[src/rtl/pa_fpu_frbus_arb_pkg.sv]
// FPU result-forwarding bus shared definitions.
// Default widths, source indices and fflag bit positions.
package pa_fpu_frbus_arb_pkg;

    localparam int FRB_DATA_W  = 32;
    localparam int FRB_FFLAG_W = 5;

    localparam int SRC_DIV = 0;
    localparam int SRC_EX2 = 1;
    localparam int SRC_CVT = 2;
    localparam int SRC_FMA = 3;

    localparam int FFLAG_NV = 4;
    localparam int FFLAG_DZ = 3;
    localparam int FFLAG_OF = 2;
    localparam int FFLAG_UF = 1;
    localparam int FFLAG_NX = 0;

endpackage

[src/rtl/pa_fpu_rr_arb.sv]
// Request/grant arbiter, fixed priority or round-robin.
// Ports: clk/rst_b, i_req, i_en (grant allowed), o_gnt, o_gnt_idx, o_any.
module pa_fpu_rr_arb #(
    parameter int NUM_SRC  = 4,
    parameter int SRC_ID_W = 2,
    parameter int RR_MODE  = 1
) (
    input  logic                clk,
    input  logic                rst_b,
    input  logic [NUM_SRC-1:0]  i_req,
    input  logic                i_en,
    output logic [NUM_SRC-1:0]  o_gnt,
    output logic [SRC_ID_W-1:0] o_gnt_idx,
    output logic                o_any
);

    logic [SRC_ID_W-1:0] r_ptr;
    logic [SRC_ID_W-1:0] w_idx;
    logic [SRC_ID_W-1:0] w_nxt;
    logic [NUM_SRC-1:0]  w_gnt;
    logic                w_found;
    int                  w_base;
    int                  w_j;

    // Search begins at the pointer (or 0 in fixed mode) and wraps.
    always_comb begin
        w_gnt   = '0;
        w_idx   = '0;
        w_found = 1'b0;
        w_j     = 0;
        w_base  = (RR_MODE != 0) ? int'(r_ptr) : 0;
        for (int k = 0; k < NUM_SRC; k++) begin
            w_j = w_base + k;
            if (w_j >= NUM_SRC)
                w_j = w_j - NUM_SRC;
            if (!w_found && i_req[w_j]) begin
                w_found    = 1'b1;
                w_gnt[w_j] = 1'b1;
                w_idx      = SRC_ID_W'(w_j);
            end
        end
    end

    assign w_nxt = (w_idx == SRC_ID_W'(NUM_SRC - 1)) ?
                   '0 : w_idx + SRC_ID_W'(1);

    assign o_gnt     = i_en ? w_gnt : '0;
    assign o_gnt_idx = w_idx;
    assign o_any     = i_en & w_found;

    always_ff @(posedge clk) begin
        if (!rst_b)
            r_ptr <= '0;
        else if (o_any)
            r_ptr <= w_nxt;
    end

endmodule

[src/rtl/pa_fpu_frbus_arb.sv]
// FPU result-forwarding bus: arbitrates sources onto one output register.
// Ports: per-source vld/rdy/data/fflags, flush/clr, IDU fwd handshake, acc.
module pa_fpu_frbus_arb
    import pa_fpu_frbus_arb_pkg::*;
#(
    parameter int NUM_SRC     = 4,
    parameter int DATA_WIDTH  = FRB_DATA_W,
    parameter int FFLAG_WIDTH = FRB_FFLAG_W,
    parameter int SRC_ID_W    = 2,
    parameter int RR_MODE     = 1
) (
    input  logic                           cpuclk,
    input  logic                           cpurst_b,
    input  logic [NUM_SRC-1:0]             frbus_src_vld,
    output logic [NUM_SRC-1:0]             frbus_src_rdy,
    input  logic [NUM_SRC*DATA_WIDTH-1:0]  frbus_src_data,
    input  logic [NUM_SRC*FFLAG_WIDTH-1:0] frbus_src_fflags,
    input  logic                           ctrl_frbus_flush,
    input  logic                           ctrl_frbus_fflags_clr,
    input  logic                           idu_fpu_fwd_rdy,
    output logic                           fpu_idu_fwd_vld,
    output logic [DATA_WIDTH-1:0]          fpu_idu_fwd_data,
    output logic [FFLAG_WIDTH-1:0]         fpu_idu_fwd_fflags,
    output logic [SRC_ID_W-1:0]            fpu_idu_fwd_src,
    output logic [FFLAG_WIDTH-1:0]         fpu_frbus_fflags_acc
);

    logic                   r_vld;
    logic [DATA_WIDTH-1:0]  r_data;
    logic [FFLAG_WIDTH-1:0] r_fflags;
    logic [SRC_ID_W-1:0]    r_src;
    logic [FFLAG_WIDTH-1:0] r_acc;

    logic                   w_load;
    logic                   w_any;
    logic                   w_deliver;
    logic [NUM_SRC-1:0]     w_gnt;
    logic [SRC_ID_W-1:0]    w_idx;
    logic [DATA_WIDTH-1:0]  w_sel_data;
    logic [FFLAG_WIDTH-1:0] w_sel_ff;

    // Reset is folded in so no source sees an accept while held in reset.
    assign w_load = cpurst_b & ~ctrl_frbus_flush &
                    (~r_vld | idu_fpu_fwd_rdy);

    assign w_deliver = r_vld & idu_fpu_fwd_rdy & ~ctrl_frbus_flush;

    pa_fpu_rr_arb #(
        .NUM_SRC  (NUM_SRC),
        .SRC_ID_W (SRC_ID_W),
        .RR_MODE  (RR_MODE)
    ) u_arb (
        .clk       (cpuclk),
        .rst_b     (cpurst_b),
        .i_req     (frbus_src_vld),
        .i_en      (w_load),
        .o_gnt     (w_gnt),
        .o_gnt_idx (w_idx),
        .o_any     (w_any)
    );

    assign frbus_src_rdy = w_gnt;

    assign w_sel_data =
        frbus_src_data[int'(w_idx)*DATA_WIDTH +: DATA_WIDTH];
    assign w_sel_ff =
        frbus_src_fflags[int'(w_idx)*FFLAG_WIDTH +: FFLAG_WIDTH];

    always_ff @(posedge cpuclk) begin
        if (!cpurst_b) begin
            r_vld    <= 1'b0;
            r_data   <= '0;
            r_fflags <= '0;
            r_src    <= '0;
        end else if (ctrl_frbus_flush) begin
            r_vld <= 1'b0;
        end else if (w_load) begin
            r_vld <= w_any;
            if (w_any) begin
                r_data   <= w_sel_data;
                r_fflags <= w_sel_ff;
                r_src    <= w_idx;
            end
        end
    end

    // Clear takes effect before a same-cycle delivery is merged in.
    always_ff @(posedge cpuclk) begin
        if (!cpurst_b)
            r_acc <= '0;
        else if (ctrl_frbus_fflags_clr)
            r_acc <= w_deliver ? r_fflags : '0;
        else if (w_deliver)
            r_acc <= r_acc | r_fflags;
    end

    assign fpu_idu_fwd_vld      = r_vld;
    assign fpu_idu_fwd_data     = r_data;
    assign fpu_idu_fwd_fflags   = r_fflags;
    assign fpu_idu_fwd_src      = r_src;
    assign fpu_frbus_fflags_acc = r_acc;

    // A source may only withdraw its request after being accepted.
    for (genvar i = 0; i < NUM_SRC; i++) begin : g_chk
        a_src_hold: assert property (
            @(posedge cpuclk) disable iff (!cpurst_b)
            (frbus_src_vld[i] && !frbus_src_rdy[i]) |=> frbus_src_vld[i]
        );
    end

endmodule

[config.mk]
export PLATFORM = sky130hd
export DESIGN_NAME = pa_fpu_frbus_arb
export DESIGN_NICKNAME = d
export VERILOG_FILES = /design/src/rtl/pa_fpu_frbus_arb_pkg.sv /design/src/rtl/pa_fpu_rr_arb.sv /design/src/rtl/pa_fpu_frbus_arb.sv
export SDC_FILE = /design/constraint.sdc
export NUM_CORES = 1
export LEC_CHECK = 0
export ABC_AREA = 1
export ABC_CLOCK_PERIOD_IN_PS = 2100
export CAP_MARGIN = 20
export CORE_MARGIN = 3
export CORE_UTILIZATION = 35
export DETAILED_ROUTE_END_ITERATION = 8
export PLACE_DENSITY = 0.83
export SYNTH_ARGS = -nofsm -noshare
export SYNTH_HDL_FRONTEND = slang
export SYNTH_SLANG_ARGS = --single-unit
export TNS_END_PERCENT = 1
[constraint.sdc]
create_clock -name cpuclk -period 2.1 [get_ports cpuclk]
set_clock_uncertainty 0.05 [all_clocks]
set_input_delay 0.315 -clock cpuclk [delete_from_list [all_inputs] [get_ports cpuclk]]
set_output_delay 0.315 -clock cpuclk [all_outputs]
set_load 0.01 [all_outputs]
==> impl_metrics.py, run 1 <==
metrics = {
    "outcome": {
        "status": "complete, but fails checks",
        "violations": "negative setup slack",
    },
    "clocking": {
        "root_buffer": "clkbuf_8",
        "cts_inserted_buffers": 5,
        "cts_tree": "done",
        "clkSinkCount": 47,
        "h-tree-depth": 2,
        "clkTransAtPathRegs_ps": 90,
        "cts_max_path_buffers": 2,
        "insertion_delay_ps": 290,
    },
    "timing": {
        "slew_viol_final": 0,
        "relSlewSlack_pct": 68.23,
        "setup_ws_ps": -191.8,
        "worstMarginPinSlew_ps": 474.8,
        "setup_violations": 42,
        "max_freq_ghz": 0.4363,
        "min_period_ps": 2292,
        "rsz0062_at_grt": "yes",
        "period_share_pct": 109.1,
        "hold_violations": 0,
    },
    "final_layout": {
        "syn_to_final_growth_pct": 75.92,
        "nets": 994,
        "fin_area_um2": 6280,
        "final_core_util_pct": 63.66,
        "drive_above_1_share_pct": 12.59,
        "seqCellArea_um2": 945.9,
        "num_antenna_cells": 0,
        "fillers": 887,
        "multi_input_area_um2": 2192,
    },
    "power": {
        "pwr-share-seq_pct": 21.0,
        "peakVddDrop_uv": 586.6,
        "p_leak_nw": 2.910,
        "power_density_nw_per_um2": 826.5,
        "p_int_mw": 3.005,
        "p_sw_mw": 2.185,
        "combPwrFrac_pct": 65.7,
        "p_clk_share_pct": 13.4,
        "p_sw_share_pct": 42.10,
    },
    "yosys": {
        "synth_area_leaders": "dfxtp_1 26%, nand2_1 19%, nand3_1 13%",
        "ys_async_sr_fraction_pct": 0,
        "yosysMostFrequentCell": "nand2_1",
        "ys_types": 27,
        "yosysWarnings": 0,
        "ys_ff_latch": 47,
        "synth_enable_flop_cells": 0,
        "syn_area_per_cell_um2": 5.871,
        "syn_inst": 608,
        "synth_area_um2": 3570,
        "synth_area_leader_cell": "dfxtp_1",
        "syn_nets": 769,
        "yosysTopAreaCellShare_pct": 26.36,
        "ys.flop_type": "dfxtp_1",
        "synth.top_cells.by_count": "178 x nand2_1, 90 x nand3_1, 79 x inv_1, 65 x nor2_1, 47 x dfxtp_1",
        "ys_seq_area_share_pct": 26.36,
    },
    "job": {
        "maxCapViolations": 0,
    },
    "worst_setup_path": {
        "reg2reg_depth": 13,
        "criticalPathCategory": "flip-flop to primary output",
        "critPathMaxFanout": 5,
        "start_kind": "flip-flop",
        "cp.depth": 11,
        "max_stage_delay_ps": 360,
        "cp_num_buf_inv": 5,
        "cp.required_ps": 1740,
        "slowest_stage": "dfxtp_4",
        "cpLargestDelayFamily": "simple AND/OR/NAND/NOR gates",
        "worstPathCellList": "inv_4 > ha_4 > inv_2 > nand3_2 > nand2_2 > buf_6 > nand4_1 > o21ai_1 > nand2_1 > inv_1 > buf_2",
        "critPathArrivalTime_ps": 1930,
        "cp-end-kind": "primary output",
    },
    "floorplanning": {
        "placementRows": 36,
        "core_area_um2": 9864,
        "fp.dieH_um": 107.0,
        "die_w_um": 107.0,
        "io_pins": 206,
        "dieArea_um2": 11450,
        "start_util_pct": 36.19,
    },
    "route": {
        "vias_per_cell": 4.707,
        "routedWlPerCell_um": 12.85,
        "drt_iter0_drc": 222,
        "drcViolationCount": 0,
        "via_count": 4552,
        "routed_wirelength_mm": 12.43,
        "final_antenna_net_count": 0,
        "drt-pass1-iter-count": 5,
    },
    "global_route": {
        "grt_pass1_vias": 4184,
        "grt_pass1_wl_mm": 20.04,
        "grt_remaining_overflow": 0,
        "grt.total_usage_pct": 21.34,
        "grt_max_degree": 37,
        "antenna_found_initial": 0,
    },
    "place": {
        "hpwlAfterDp_mm": 9.756,
        "place_area_um2": 6065,
        "place_ws_ps": -546.1,
        "gp_congestion": 0.9447,
        "numPortBuffers": 205,
    },
    "worst_hold_path": {
        "holdPathStages": 2,
        "hold_path_class": "flip-flop to flip-flop",
    },
}
## sequential cells by signal, summed over array words and instances, names as in the netlist
| signal | count |
|---|---|
| fpu_frbus_fflags_acc | 5 |
| fpu_idu_fwd_data | 32 |
| fpu_idu_fwd_fflags | 5 |
| fpu_idu_fwd_src | 2 |
| fpu_idu_fwd_vld | 1 |
| u_arb.r_ptr | 2 |
## power by group through the flow
stage,Combinational (mW),Sequential (mW),Clock (mW)
3_5_place_dp,3.24,1.11,0
6_report,3.41,1.09,0.694
5_1_grt,3.78,1.10,0.760
3_3_place_gp,3.22,1.10,0
4_1_cts,3.33,1.09,0.720
2_1_floorplan,1.84,1.17,0
## worst paths after layout
check / endpoint / from / slack [ps]
max: frbus_src_rdy[1] / u_arb.r_ptr[0]$_SDFFE_PN0P_ / -190
min: fpu_frbus_fflags_acc[0]$_SDFFE_PN0P_ / fpu_frbus_fflags_acc[0]$_SDFFE_PN0P_ / 420
max reg2reg: fpu_idu_fwd_data[3]$_SDFFE_PN0P_ / u_arb.r_ptr[0]$_SDFFE_PN0P_ / -90
min reg2reg: fpu_frbus_fflags_acc[0]$_SDFFE_PN0P_ / fpu_frbus_fflags_acc[0]$_SDFFE_PN0P_ / 420
## worst reg2reg max path, stage by stage, from the launching register on
cell and delay (ps):
dfxtp_4 360, inv_4 40, ha_4 290, inv_2 50, buf_4 130, nand2_1 60
nand2_1 80, nand4_1 210, nand3_1 160, nand2_4 140, nand2_2 120, buf_12 180
a21oi_1 160, a21oi_2 80
## kinds of logic (layout without fill, tap and decap cells)
group	count (synthesis)	count (layout)	share of synthesized area, %
fa+ha+maj	4	4	1.402
flops	47	47	26.36
compound gates	65	65	11.15
simple gates	373	373	46.79
buf+inv	119	345	14.30
## cell usage in the layout, fill, tap and decap left out, types with 2 or more instances in the layout
cell	count
buf_2	4
inv_2	7
nand2_2	8
clkdlybuf4s50_1	200
inv_4	3
buf_6	5
o21ai_1	7
nand3_2	3
buf_12	10
dfxtp_1	45
ha_1	3
buf_4	29
inv_1	76
a21oi_1	31
nand3_1	87
a22oi_1	3
a21oi_2	17
nand4_1	3
nand2_4	2
nand2_1	172
clkbuf_8	6
nand3b_1	28
o21ai_0	4
nor2_4	2
nor2_1	65
## per-layer routing
layer	up-vias	routed length, um	track usage (%)
li1	2367	-	-
met1	1981	5210	26.84
met2	181	6134	36.65
met3	23	823	4.756
met4	0	259	5.936
met5	-	0	0
## timing repair
| action | 4_1_cts | 5_1_grt |
|---|---|---|
| resized for setup | 36 | 14 |
| hold buffers | 0 | 0 |
| endpoints found under the setup margin | 42 | 45 |
| buffers inserted | 2 | 1 |
| pin swaps | 6 | 10 |
| hold endpoints to repair | 0 | 0 |
## final cells by class
class                   count  share of cell area, %
flip-flops and latches     47                  15.06
clock inverters             2                 0.5579
clock buffers               6                  1.315
multi-input cells         442                  34.91
well taps                 133                  2.650
inverters                  87                  5.320
repair buffers            250                  40.19
## through the flow
step                total power [mW]  hold slack, ps  setup TNS (ps)  cells
floorplan                      3.013           395.9               0    608
global placement               4.325           402.3          -13610    956
detailed placement             4.352           410.5          -15500    956
CTS                            5.140           423.6           -1873    966
global route                   5.641           449.3           -9949    967
finish                         5.190           420.9           -2725    967
Note: power is estimated with default switching activity, not from simulation.
==> run 2: changes to the inputs <==
- ABC_CLOCK_PERIOD_IN_PS: 2100 -> 2400
- CORE_UTILIZATION: 35 -> 39
- PLACE_DENSITY: 0.83 -> 0.87
- clock period: 2.1 -> 2.4 ns (I/O delays scaled with it)
==> run 2 against run 1 <==
  * The flow now finishes without violations
  * Final area shrank 2.6%
  * Sequential power shrank 12%
  * First-iteration DRC count shrank 4.1%
  * Critical path type unchanged
  * Worst setup slack gained 210 ps
  * Register-to-register slack gained 210 ps
  * Sequential cell count is the same
==> impl_metrics.py, run 2 (synthesis gave the netlist of run 1 again) <==
metrics = {
    "outcome": {
        "status": "finished clean",
    },
    "job": {
        "maxCapViolations": 0,
    },
    "worst_setup_path": {
        "cp.required_ps": 1990,
        "criticalPathCategory": "flip-flop to primary output",
        "critPathMaxFanout": 6,
        "cp-end-kind": "primary output",
        "critPathArrivalTime_ps": 1970,
        "start_kind": "flip-flop",
    },
    "route": {
        "drt-pass1-iter-count": 4,
        "drcViolationCount": 0,
        "final_antenna_net_count": 0,
        "vias_per_cell": 5.031,
        "routed_wirelength_mm": 13.26,
        "drt_iter0_drc": 213,
        "routedWlPerCell_um": 14.16,
        "via_count": 4709,
    },
    "final_layout": {
        "final_cell_mix": "197 x clkdlybuf4s50_1, 174 x nand2_1, 89 x nand3_1, 76 x inv_1, 63 x nor2_1",
        "fillers": 750,
        "largest_reg_flops": 32,
        "nets": 990,
        "num_antenna_cells": 0,
        "drive_above_1_share_pct": 11.96,
        "final_cells": 936,
        "final_core_util_pct": 69.44,
        "syn_to_final_growth_pct": 71.29,
        "layout_commonest_cell": "clkdlybuf4s50_1",
    },
    "global_route": {
        "grt_pass1_wl_mm": 20.84,
        "grt_max_degree": 37,
        "grt_remaining_overflow": 0,
        "antenna_found_initial": 0,
        "grt_pass1_vias": 4460,
        "grt.total_usage_pct": 24.83,
    },
    "place": {
        "post-place-cells": 925,
        "hpwlAfterDp_mm": 10.39,
        "place_ws_ps": -440.1,
        "gp_congestion": 0.8841,
        "numPortBuffers": 205,
    },
    "floorplanning": {
        "die_w_um": 101.7,
        "fp.dieH_um": 101.7,
        "core_area_um2": 8806,
        "dieArea_um2": 10340,
        "io_pins": 206,
        "placementRows": 34,
        "start_util_pct": 40.54,
    },
    "timing": {
        "min_period_ps": 2381,
        "rsz0062_at_grt": "yes",
        "worstMarginPinSlew_ps": 430.2,
        "hold_ws_ps": 425.1,
        "period_share_pct": 99.23,
        "setup_violations": 0,
        "slew_viol_final": 0,
        "hold_violations": 0,
        "max_freq_ghz": 0.4199,
        "setup_ws_ps": 18.56,
        "relSlewSlack_pct": 71.22,
    },
    "clocking": {
        "cts_max_path_buffers": 2,
        "clkTransAtPathRegs_ps": 80,
        "root_buffer": "clkbuf_8",
        "cts_inserted_buffers": 5,
        "holdBufCountCts": 0,
        "clkSinkCount": 47,
        "insertion_delay_ps": 290,
        "h-tree-depth": 2,
        "cts_tree": "done",
    },
    "power": {
        "p_leak_nw": 2.848,
        "power_density_nw_per_um2": 708.2,
        "peakVddDrop_uv": 515.0,
        "p_total_mw": 4.331,
    },
    "worst_hold_path": {
        "hold_path_class": "flip-flop to flip-flop",
    },
}
==> run 2: cell count changes in the layout (fill, tap and decap cells not counted), moves of 3 or more <==
cell	before	now
buf_6	5	1
dlygate4sd2_1	0	4
a22oi_1	3	0
a22oi_2	0	3
clkdlybuf4s50_1	200	197
inv_2	7	10
inv_4	3	0
==> run 2: final cells by class <==
class / instances / area, um^2 / area share [%]
clock buffers: 6 / 72.57 / 1.187
flip-flops and latches: 47 / 943.4 / 15.43
multi-input cells: 442 / 2170 / 35.48
repair buffers: 246 / 2464 / 40.29
inverters: 87 / 330.3 / 5.402
well taps: 108 / 135.1 / 2.210
==> run 2: final timing paths <==
path / slack, ps / cells past startpoint / end / start
worst max-delay path: 20 / 13 / frbus_src_rdy[1] / u_arb.r_ptr[1]$_SDFFE_PN0P_
worst min-delay path: 430 / 2 / fpu_frbus_fflags_acc[4]$_SDFFE_PN0P_ / fpu_frbus_fflags_acc[4]$_SDFFE_PN0P_
worst max register to register: 120 / 18 / fpu_idu_fwd_data[16]$_SDFFE_PN0P_ / u_arb.r_ptr[0]$_SDFFE_PN0P_
worst min register to register: 430 / 2 / fpu_frbus_fflags_acc[4]$_SDFFE_PN0P_ / fpu_frbus_fflags_acc[4]$_SDFFE_PN0P_
==> run 2: what timing repair did <==
item / in CTS / in global routing
setup buffers: 2 / 3
endpoints found under the setup margin: 39 / 41
pin swaps: 9 / 6
resized for setup: 38 / 10
==> run 2: critical path, cell delays in order (launching register included) <==
cell	delay, ps
dfxtp_2	330
buf_4	120
buf_4	150
nand3_1	120
nand2_2	80
buf_4	150
nor2_4	110
nand3_2	110
o22ai_1	140
a21oi_1	50
o21ai_0	70
nand2_1	70
inv_1	50
buf_2	120
==> run 2: report_power, final <==
group	total, mW	leakage [nW]	internal, mW	switching [mW]
logic	2.93	2.42	1.34	1.58
registers	0.958	0.386	0.892	0.0653
clock network	0.444	0.0371	0.195	0.249
total	4.33	2.85	2.43	1.90
==> run 2: stage by stage <==
| stage | setup TNS, ps | cell area [um^2] |
|---|---|---|
| 6_report | 0 | 6115 |
| 5_1_grt | -692.5 | 6115 |
| 4_1_cts | -0.1428 | 6077 |
| 3_5_place_dp | -7809 | 5956 |
| 3_3_place_gp | -5246 | 5956 |
| 2_1_floorplan | 0 | 3570 |
==> run 2: metal layers <==
metal | up-vias | share of wire (%) | track usage [%]
met1 | 2145 | 39 | 29.74
met3 | 28 | 6.7 | 4.683
met2 | 186 | 53 | 44.77
li1 | 2350 | - | -
met5 | - | 0 | 0
met4 | 0 | 2.1 | 7.464
==> run 3: changes to the inputs <==
- SLEW_MARGIN: default -> 15
==> results of run 3 <==
The final DEF is identical to that of run 2; final timing and power are the same.
